**src/rtl/dmem_bridge.sv**
```systemverilog
// dmem_bridge: single-cycle memory-stage request to req/gnt/rvalid data bus, with stall and load extension.
// Optional bus watchdog enabled by defining DMEM_TIMEOUT_EN.
module dmem_bridge #(
  parameter int TIMEOUT_CYCLES = 255
) (
  input  logic        cpu_clk_50M,
  input  logic        cpu_rst,
  input  logic        dce,
  input  logic [31:0] daddr,
  input  logic [3:0]  we,
  input  logic [31:0] din,
  input  logic [3:0]  dre,
  input  logic        extendtype,
  input  logic        flush,
  output logic        stallreq,
  output logic [31:0] load_data,
  output logic        load_valid,
  output logic        bus_err,
  output logic        bus_req,
  output logic        bus_wr,
  output logic [31:0] bus_addr,
  output logic [3:0]  bus_wstrb,
  output logic [31:0] bus_wdata,
  input  logic        bus_gnt,
  input  logic        bus_rvalid,
  input  logic [31:0] bus_rdata
);
  typedef enum logic [1:0] {IDLE, REQ, RESP, DONE} state_t;
  state_t      r_state;
  logic        r_killed;
  logic [3:0]  r_dre;
  logic        r_ext;
  logic        w_valid;
  logic        w_timeout;
  logic [31:0] w_ext;
  assign w_valid  = dce & ((|we) | (|dre));
  assign bus_req  = r_state == REQ;
  assign stallreq = (r_state == REQ) | (r_state == RESP) | ((r_state == IDLE) & w_valid & ~flush);
  // dre bit 3 is byte offset 0; unlisted lane codes read as zero
  assign w_ext =
    (r_dre == 4'b1111) ? bus_rdata :
    (r_dre == 4'b1100) ? {{16{r_ext & bus_rdata[15]}}, bus_rdata[15:0]} :
    (r_dre == 4'b0011) ? {{16{r_ext & bus_rdata[31]}}, bus_rdata[31:16]} :
    (r_dre == 4'b1000) ? {{24{r_ext & bus_rdata[7]}}, bus_rdata[7:0]} :
    (r_dre == 4'b0100) ? {{24{r_ext & bus_rdata[15]}}, bus_rdata[15:8]} :
    (r_dre == 4'b0010) ? {{24{r_ext & bus_rdata[23]}}, bus_rdata[23:16]} :
    (r_dre == 4'b0001) ? {{24{r_ext & bus_rdata[31]}}, bus_rdata[31:24]} : 32'd0;
`ifdef DMEM_TIMEOUT_EN
  localparam int CW = $clog2(TIMEOUT_CYCLES + 1) > 8 ? $clog2(TIMEOUT_CYCLES + 1) : 8;
  logic [CW-1:0] r_cnt;
  logic          w_stay;
  assign w_timeout = ((r_state == REQ) | (r_state == RESP)) & (r_cnt == CW'(TIMEOUT_CYCLES - 1));
  assign w_stay = ((r_state == REQ) & ~bus_gnt & ~flush | (r_state == RESP) & ~bus_rvalid) & ~w_timeout;
  always_ff @(posedge cpu_clk_50M) begin
    if (cpu_rst) r_cnt <= '0;
    else r_cnt <= w_stay ? r_cnt + 1'b1 : '0;
  end
`else
  // watchdog compiled out; the parameter only folds into a constant-false term
  assign w_timeout = TIMEOUT_CYCLES < 0;
`endif
  always_ff @(posedge cpu_clk_50M) begin
    if (cpu_rst) begin
      r_state    <= IDLE;
      r_killed   <= 1'b0;
      r_dre      <= 4'd0;
      r_ext      <= 1'b0;
      bus_wr     <= 1'b0;
      bus_addr   <= 32'd0;
      bus_wstrb  <= 4'd0;
      bus_wdata  <= 32'd0;
      load_data  <= 32'd0;
      load_valid <= 1'b0;
      bus_err    <= 1'b0;
    end else begin
      load_valid <= 1'b0;
      bus_err    <= 1'b0;
      case (r_state)
        IDLE: if (w_valid & ~flush) begin
          r_state   <= REQ;
          bus_addr  <= daddr & ~32'd3;
          bus_wstrb <= we;
          bus_wdata <= din;
          bus_wr    <= |we;
          r_dre     <= dre;
          r_ext     <= extendtype;
        end
        REQ: if (bus_gnt) begin
          r_state  <= RESP;
          r_killed <= flush;
        end else if (flush) begin
          r_state <= IDLE;
        end else if (w_timeout) begin
          r_state   <= DONE;
          bus_err   <= 1'b1;
          load_data <= 32'd0;
        end
        RESP: if (bus_rvalid) begin
          r_killed <= 1'b0;
          if (r_killed | flush) r_state <= IDLE;
          else begin
            r_state    <= DONE;
            load_valid <= ~bus_wr;
            load_data  <= bus_wr ? 32'd0 : w_ext;
          end
        end else if (w_timeout) begin
          r_state   <= DONE;
          r_killed  <= 1'b0;
          bus_err   <= 1'b1;
          load_data <= 32'd0;
        end else if (flush) begin
          r_killed <= 1'b1;
        end
        default: r_state <= IDLE;
      endcase
    end
  end
endmodule

```
**config.mk**
```make
export PLATFORM = sky130hd
export DESIGN_NAME = dmem_bridge
export DESIGN_NICKNAME = d
export VERILOG_FILES = /design/src/rtl/dmem_bridge.sv
export SDC_FILE = /design/constraint.sdc
export NUM_CORES = 1
export LEC_CHECK = 0
export ABC_AREA = 0
export BUFFER_PORTS_ARGS = -buffer_cell sky130_fd_sc_hd__buf_2
export CAP_MARGIN = 20
export CORE_ASPECT_RATIO = 0.9
export CORE_MARGIN = 2
export CORE_UTILIZATION = 30
export CTS_BUF_LIST = sky130_fd_sc_hd__clkbuf_2
export CTS_CLUSTER_SIZE = 14
export DETAILED_ROUTE_END_ITERATION = 8
export GPL_ROUTABILITY_DRIVEN = 0
export HOLD_SLACK_MARGIN = 0.03
export PLACE_DENSITY = 0.66
export SLEW_MARGIN = 5
export SYNTH_ARGS = -nofsm -noshare
export SYNTH_HDL_FRONTEND = slang
export SYNTH_SLANG_ARGS = --single-unit
```
**constraint.sdc**
```tcl
create_clock -name cpu_clk_50M -period 1.7 [get_ports cpu_clk_50M]
set_clock_uncertainty 0.05 [all_clocks]
set_input_delay 0.425 -clock cpu_clk_50M [delete_from_list [all_inputs] [get_ports cpu_clk_50M]]
set_output_delay 0.425 -clock cpu_clk_50M [all_outputs]
set_load 0.05 [all_outputs]
```
==> out/results.txt <==
outcome - finished with violations
failing checks - negative setup slack
Leak - 0.00371 uW
largest area contributor in the netlist - dfxtp_1
register area - 2300 um^2
Psw - 2420 uW
cts bufs inserted - 9
Main synth FF type - dfxtp_1
Sw Share - 37.4%
share of cells above drive strength 1 - 48.3%
Worst VDD drop - 0.755 mV
sequential fraction of the synthesis area - 46.8%
clock power share - 19.5%
post-synth cell types - 42
Flop pwr share - 44.2%
Yosys top cell area share - 46.8%
worst path required time - 1220 ps
Final Hold Fails - 0
Global Route Usage Sum - 22.6%
core area - 14900 um^2
largest net degree at the start of global routing - 68
routed len/inst - 17.2 um
initial antenna violation count - 2
Post-Layout Cell Count - 1147
crit path kind - reg2out
setup TNS - -4750 ps
FF+latch count, synth - 108
commonest non-fill, non-tap cell in the layout - nand2_1
most frequent cells in the layout - nand2_1 (179), buf_2 (108), dfxtp_2 (104), dlygate4sd3_1 (103), buf_8 (90)
Hold WC Path Type - in2reg
FF-to-FF setup slack - -130 ps
die width - 135 um
DRT Pass-1 Iters - 5
total gr overflow - 0
area of the multi-input gates - 2370 um^2
CTS tree - built
global-route wire length before repair - 28900 um
Startpoint Class - flip-flop
FMAX - 471 MHz
final instance area - 8840 um^2
CP arrival - 1650 ps
Placed Area - 6160 um^2
cell count after placement - 999
PortBufs - 210
ys async rst share - 0%
critical path fanouts, max - 2
Fillers - 1178
Sink Count - 108
Tot Pwr - 6460 uW
CP Capture Type - primary output
row cnt - 42
Hold Path Depth - 4
Max Slew Vio Count - 0
CP endpoint - stallreq
total number of vias - 5747
net total in the final layout - 1056
clock slew at reported path FFs - 320 ps
RSZ-0062 raised after global routing - yes
clock root buffer - clkbuf_2
final worst setup slack - -421 ps
vias in the first global route - 5629
antenna viol nets, final - 0
Worst Setup SP - r_state[1]$_SDFFE_PP0P_
CTS max path bufs - 2
die area - 16400 um^2
drt initial violations - 305
IO Pins - 216
final-report setup violation count - 79
Max-Cap Viols - 0
Initial Utilization - 31.0%
PD cells - 730 nW/um^2
fin crit share - 125%
Syn Area/Cell - 7.86 um^2
Int Pwr - 4040 uW
FF-to-FF Start - r_state[0]$_SDFFE_PP0P_
top post-synthesis cells by area - dfxtp_1 (47%), nand2_1 (15%), a21oi_1 (9.3%)
Vias/cell - 5.01
drt total wl - 19700 um
R2R cell count - 11
Vert. Die Dim - 122 um
final critical-path required period - 2120 ps
EDFF count, synth - 0
DRC viols - 0
DP HPWL - 10900 um
H-Tree Level Count - 3
reg2reg end - load_data[4]$_SDFFE_PP0P_
combinational power share - 36.3%
P&R area growth vs syn - 91.6%
utilization after layout - 59.5%
Syn Std Cell Area - 4620 um^2
Synth warnings - 0
Worst-Skew Late Latency - 650 ps
Syn Inst Count - 587
kinds of logic (layout without fill, tap and decap cells):
logic type | count (synthesis) | in the layout | synth area share, %
buf+inv | 52 | 409 | 5.75
mux | 2 | 2 | 0.434
compound gates | 179 | 179 | 23.7
xor+xnor | 2 | 2 | 0.380
other cells | 1 | 6 | 0.0812
flops | 108 | 108 | 46.8
fa+ha+maj | 4 | 4 | 1.08
simple gates | 239 | 239 | 21.7
area by class of cell:
type	instances	area share (%)
timing repair buffer	388	42.8
multi-input combinational	429	26.8
sequential	108	26.0
tap	198	2.80
clock inverter	6	0.707
clock buffer	10	0.566
inverter	5	0.212
antenna	3	0.0849
worst max-delay path, stage by stage (launching register included):
cell and delay (ps):
dfxtp_2 430, inv_2 60, ha_4 230, nand2b_4 140, buf_8 150
stage by stage:
stage | setup WS, ps | hold slack (ps)
4_1_cts | -439 | 31.8
6_report | -421 | 98.0
3_3_place_gp | -307 | 382
2_1_floorplan | -13.0 | 437
3_5_place_dp | -328 | 384
5_1_grt | -486 | 80.3
what timing repair did:
action	in CTS	in global routing
buffers inserted	10	15
endpoints found under the hold margin	102	0
setup endpoints to repair	134	136
hold buffers	103	0
resized for setup	401	58
cloned	2	0
pin swaps	15	22
flip-flops by register name, summed over array words and instances, names as in the netlist:
name        count
bus_wdata      32
load_data      32
bus_addr       30
bus_wstrb       4
r_dre           4
r_state         2
bus_wr          1
load_valid      1
r_ext           1
r_killed        1
worst min path at each step:
stage / slack, ps / from / end
after global placement: 380 / load_data[25]$_SDFFE_PP0P_ / load_data[25]$_SDFFE_PP0P_
final: 100 / bus_rdata[31] / load_data[31]$_SDFFE_PP0P_
after global routing: 80 / bus_rdata[31] / load_data[31]$_SDFFE_PP0P_
after CTS: 30 / bus_rdata[31] / load_data[31]$_SDFFE_PP0P_
after detailed placement: 380 / load_data[8]$_SDFFE_PP0P_ / load_data[8]$_SDFFE_PP0P_
after floorplan: 440 / r_ext$_SDFFE_PP0P_ / r_ext$_SDFFE_PP0P_
routing by layer:
| metal | GRT usage, % | wire length (um) |
|---|---|---|
| met3 | 7.07 | 1820 |
| met1 | 25.1 | 7460 |
| met4 | 8.03 | 578 |
| met2 | 40.7 | 9880 |
| met5 | 0 | 0 |
cell usage after synthesis (all sizes together), types with 4 or more instances:
library cell and count:
nand2 181, a2bb2oi 8, dfxtp 108, o21ai 50, nor2 31, clkbuf 24
and2 10, o221ai 8, o311a 8, o21bai 8, a21oi 86, ha 4
inv 5, buf 23
power groups by stage:
stage	clock, uW	sequential (uW)	combinational, uW
2_1_floorplan	0	3240	695
3_3_place_gp	0	2810	1670
3_5_place_dp	0	2820	1680
4_1_cts	1280	2840	2180
5_1_grt	1380	2870	2470
6_report	1260	2850	2340
Power figures use the tool's default switching activity.
